## src/rtl/seg_scan_driver.sv

```systemverilog
// rtl/seg_scan_driver.sv - multiplexed 7-segment scan driver with frame-synchronous message updates
// Blink and anti-ghosting blank gap are included; every output is a register.
module seg_scan_driver #(
    parameter int NUM_DIGITS  = 4,
    parameter int REFRESH_DIV = 100000,
    parameter int BLANK_GAP   = 2,
    parameter int BLINK_DIV   = 50
) (
    input  logic                    clk,
    input  logic                    rst_n,
    input  logic                    enable,
    input  logic [5*NUM_DIGITS-1:0] digits_in,
    input  logic                    load,
    input  logic [NUM_DIGITS-1:0]   blink_mask,
    output logic [4:0]              num,
    output logic [NUM_DIGITS-1:0]   an,
    output logic                    load_ack,
    output logic                    frame_tick
);

    localparam int SW = (REFRESH_DIV > 1) ? $clog2(REFRESH_DIV) : 1;
    localparam int IW = $clog2(NUM_DIGITS);
    localparam int BW = (BLINK_DIV > 1) ? $clog2(BLINK_DIV) : 1;

    localparam logic [SW-1:0] LAST_SLOT  = SW'(REFRESH_DIV - 1);
    localparam logic [IW-1:0] LAST_IDX   = IW'(NUM_DIGITS - 1);
    localparam logic [BW-1:0] LAST_BLINK = BW'(BLINK_DIV - 1);
    localparam logic [4:0]    CODE_BLANK = 5'd31;

    logic [SW-1:0]             slot_cnt_q, slot_cnt_d;
    logic [IW-1:0]             idx_q, idx_d;
    logic [BW-1:0]             blink_cnt_q, blink_cnt_d;
    logic                      blink_phase_q, blink_phase_d;
    logic                      pending_q, pending_d;
    logic [5*NUM_DIGITS-1:0]   staging_q, staging_d;
    logic [5*NUM_DIGITS-1:0]   shadow_q, shadow_d;
    logic [4:0]                num_q, num_d;
    logic [NUM_DIGITS-1:0]     an_q, an_d;
    logic                      load_ack_q, load_ack_d;
    logic                      frame_tick_q, frame_tick_d;

    logic slot_wrap;
    logic frame_end;
    logic lit;

    always_comb begin
        slot_cnt_d    = slot_cnt_q;
        idx_d         = idx_q;
        blink_cnt_d   = blink_cnt_q;
        blink_phase_d = blink_phase_q;
        pending_d     = pending_q;
        staging_d     = staging_q;
        shadow_d      = shadow_q;
        an_d          = '1;
        num_d         = CODE_BLANK;

        slot_wrap = enable && (slot_cnt_q == LAST_SLOT);
        frame_end = slot_wrap && (idx_q == LAST_IDX);

        if (enable) begin
            slot_cnt_d = slot_wrap ? '0 : slot_cnt_q + SW'(1);
        end
        if (slot_wrap) begin
            idx_d = frame_end ? '0 : idx_q + IW'(1);
        end

        if (frame_end) begin
            if (blink_cnt_q == LAST_BLINK) begin
                blink_cnt_d   = '0;
                blink_phase_d = ~blink_phase_q;
            end else begin
                blink_cnt_d = blink_cnt_q + BW'(1);
            end
        end

        if (load) begin
            staging_d = digits_in;
            pending_d = 1'b1;
        end
        // A load landing on the boundary itself goes straight to the shadow.
        if (frame_end) begin
            if (load) begin
                shadow_d = digits_in;
            end else if (pending_q) begin
                shadow_d = staging_q;
            end
            pending_d = 1'b0;
        end

        load_ack_d   = frame_end && (load || pending_q);
        frame_tick_d = frame_end;

        lit = enable && (int'(slot_cnt_q) >= BLANK_GAP);
        if (lit) begin
            an_d[idx_q] = 1'b0;
            if (!(blink_mask[idx_q] && blink_phase_q)) begin
                num_d = shadow_q[5*int'(idx_q) +: 5];
            end
        end
    end

    always_ff @(posedge clk or negedge rst_n) begin
        if (!rst_n) begin
            slot_cnt_q    <= '0;
            idx_q         <= '0;
            blink_cnt_q   <= '0;
            blink_phase_q <= 1'b0;
            pending_q     <= 1'b0;
            staging_q     <= {NUM_DIGITS{CODE_BLANK}};
            shadow_q      <= {NUM_DIGITS{CODE_BLANK}};
            num_q         <= CODE_BLANK;
            an_q          <= '1;
            load_ack_q    <= 1'b0;
            frame_tick_q  <= 1'b0;
        end else begin
            slot_cnt_q    <= slot_cnt_d;
            idx_q         <= idx_d;
            blink_cnt_q   <= blink_cnt_d;
            blink_phase_q <= blink_phase_d;
            pending_q     <= pending_d;
            staging_q     <= staging_d;
            shadow_q      <= shadow_d;
            num_q         <= num_d;
            an_q          <= an_d;
            load_ack_q    <= load_ack_d;
            frame_tick_q  <= frame_tick_d;
        end
    end

    assign num        = num_q;
    assign an         = an_q;
    assign load_ack   = load_ack_q;
    assign frame_tick = frame_tick_q;

endmodule

```

## config.mk

```make
export PLATFORM = sky130hd
export DESIGN_NAME = seg_scan_driver
export DESIGN_NICKNAME = d
export VERILOG_FILES = /design/src/rtl/seg_scan_driver.sv
export SDC_FILE = /design/constraint.sdc
export NUM_CORES = 1
export LEC_CHECK = 0
export ABC_CLOCK_PERIOD_IN_PS = 2900
export CORE_MARGIN = 3
export CORE_UTILIZATION = 55
export CTS_CLUSTER_DIAMETER = 80
export DETAILED_ROUTE_END_ITERATION = 12
export PLACE_DENSITY_LB_ADDON = 0.12
export SYNTH_ARGS = -nofsm -noshare
export SYNTH_HDL_FRONTEND = slang
export SYNTH_SLANG_ARGS = --single-unit
export TNS_END_PERCENT = 50
```

## constraint.sdc

```tcl
create_clock -name clk -period 2.9 [get_ports clk]
set_input_delay 0.58 -clock clk [delete_from_list [all_inputs] [get_ports clk]]
set_output_delay 0.58 -clock clk [all_outputs]
set_load 0.01 [all_outputs]
```

==> metrics.yaml <==
run_status:
  status: "finished, final reports clean"
sta:
  max_freq_ghz: 0.433
  tightest_slew_ns: 0.927
  slew-limit-headroom: 0.382
  fin_worst_skew_ns: 0.0105
  setup_tns_ns: 0
  finalCritPeriodShare: 0.797
  hold_viol: 0
  finalWorstPathRequiredPeriod_ns: 2.31
  rsz0062_at_grt: "false"
  finalSetupViolCount: 0
  finalMaxSlewViolations: 0
drt:
  first_pass_iters: 4
  routed_via_density: 5.50
  wire_per_inst_um: 15.9
  wl_um: 6150
  drt_iter0_markers: 137
  dr_total_vias: 2128
  postRouteAntennaNets: 0
  drc: 0
global_route:
  antenna_found_initial: 0
  grt_pass1_vias: 2090
  grt_max_degree: 79
  grt_pass1_wl_um: 10600
  grt_use_total: 0.183
  grt.overflow.total: 0
yosys:
  yosys_most_used_dff: "dfstp_2"
  syn_nets: 299
  yosysSeqAreaShare: 0.566
  syn_inst: 263
  syn_area_um2: 3560
  synth_warnings: 0
  synth.distinct_cells: 34
  synth_edf_count: 0
  synth_seq_cells: 78
  syn_area_per_cell_um2: 13.5
  async_flop_share: 1.00
critical_path:
  reg2reg_from: "slot_cnt_q[1]"
  path_max_fanout: 20
  cp.required_ns: 3.17
  cp-end-kind: "flip-flop"
  rr_worst_depth: 6
  worst-setup-path-type: "input pin to flip-flop"
  cp.arrival_ns: 2.58
  startpoint_type: "input pin"
  startpoint: "enable"
die:
  start_util: 0.584
  core_area_um2: 6100
  die_area_um2: 7470
  die_y_um: 86.4
  chipWidth_um: 86.4
  rows: 28
  io-pin-count: 39
power:
  power.leakage_nw: 1.76
  net-switching-power_mw: 0.571
  sw_frac_of_total: 0.246
  p_per_area_nw_per_um2: 548
  ir_worst_vdd_uv: 413
  p_clk_frac: 0.360
  combPwrFrac: 0.105
  p_int_mw: 1.75
  total_power_mw: 2.32
  p_seq_frac: 0.535
placed_design:
  hpwl_um: 4260
  gp_congestion: 0.819
  io_buffers: 38
min_path:
  min_path_type: "input pin to asynchronous set/reset pin"
clock_network:
  clkLatencyLatePin_ns: 0.35
  h-tree-depth: 3
  cts_tree: "built"
  clkTransAtPathRegs_ns: 0.08
  cts_buffer_depth: 2
  cts_made_buffers: 9
  cts.sinks: 78
  cts_setup_buffers: 0
  postCtsHoldBufs: 0
  clockRootBuffer: "clkbuf_8"
  cts_resized: 0
finish:
  drive_gt1_frac: 0.407
  final_nets: 343
  nFillCells: 441
  n_antenna_cell: 0
  area_growth_pct: 18.7
flow_run:
  maxCapViolCount: 0
==> synthesized netlist by cell type (5+ instances only) <==
cell type,n,area share
dfstp_2,49,0.36
dfrtp_1,29,0.20
mux2_2,21,0.066
mux2_4,20,0.084
nor2_1,15,0.016
nand2_1,13,0.014
nand4_1,12,0.021
xnor2_1,12,0.030
clkbuf_1,8,0.0084
ha_1,8,0.028
inv_1,8,0.0084
nor3_1,8,0.011
mux4_2,6,0.038
nand3_1,6,0.0084
or2_2,6,0.011
nor4_1,5,0.0088
o21ai_0,5,0.0070
==> final timing paths <==
check / to / slack, ns
worst max register to register: shadow_q[8] / 0.64
min in group clk: blink_phase_q / 0.49
worst max-delay path: shadow_q[8] / 0.59
max in group asynchronous: blink_cnt_q[1] / 1.84
worst min register to register: blink_phase_q / 0.49
worst min-delay path: blink_cnt_q[3] / 0.48
==> state kept, by name, indices dropped and copies added, names as in the netlist <==
| signal | flops |
|---|---|
| staging_q | 20 |
| pending_q | 1 |
| blink_phase_q | 1 |
| blink_cnt_q | 6 |
| shadow_q | 20 |
| an | 4 |
| load_ack | 1 |
| idx_q | 2 |
| frame_tick | 1 |
| slot_cnt_q | 17 |
| num | 5 |
==> worst max-delay path, stage by stage <==
cell and delay, ns:
clkdlybuf4s50_1 0.49, nand4_2 0.15, or4_4 0.64, nor3_4 0.18
buf_12 0.22, mux2_4 0.32
==> power by group through the flow <==
stage / Sequential [mW] / Clock (mW) / Combinational, mW
finish: 1.24 / 0.834 / 0.243
global route: 1.25 / 0.899 / 0.270
CTS: 1.24 / 0.853 / 0.246
detailed placement: 1.26 / 0 / 0.244
global placement: 1.25 / 0 / 0.238
floorplan: 1.24 / 0 / 0.147
==> per-stage QoR <==
stage / cells / cell area (um^2) / util / hold slack (ns) / setup slack [ns]
after floorplan: 263 / 3560 / - / 0.284 / 0.801
after global placement: 371 / 4020 / 0.660 / 0.469 / 0.259
after detailed placement: 371 / 4020 / 0.660 / 0.478 / 0.233
after CTS: 387 / 4230 / 0.693 / 0.488 / 0.603
after global routing: 387 / 4230 / 0.693 / 0.519 / 0.517
final: 387 / 4230 / 0.693 / 0.479 / 0.589
==> cells by family after synthesis <==
kind of cell,after synthesis,share of synthesized area
flip-flops,78,0.566
AND/OR/NAND/NOR,76,0.116
AO/OA/AOI/OAI,18,0.0334
adder cells (fa/ha/maj),8,0.0281
buffers and inverters,20,0.0285
multiplexers,47,0.189
XOR/XNOR,16,0.0394
==> area by class of cell <==
class	count	area [um^2]	area share
Clock buffer	13	160	0.0379
Clock inverter	3	43.8	0.0104
Timing Repair Buffer	45	440	0.104
Tap cell	75	93.8	0.0222
Inverter	8	30.0	0.00711
Multi-Input combinational cell	165	1440	0.342
Sequential cell	78	2010	0.476
==> metal layers <==
| metal | global-route usage | wire, um |
|---|---|---|
| met5 | 0 | 0 |
| met3 | 0.0304 | 286 |
| met1 | 0.291 | 3280 |
| met4 | 0.0892 | 102 |
| met2 | 0.241 | 2480 |
==> placed cells by master (no fill, tap or decap), drive strengths merged, types with 8 or more instances in the layout <==
master	n
mux2	41
clkdlybuf4s50	37
xnor2	12
nor3	9
inv	8
ha	8
nand4	13
nor2	15
clkbuf	13
dfrtp	29
dfstp	49
nand2	13
buf	8
No activity file was read; power rests on OpenSTA's default activity.
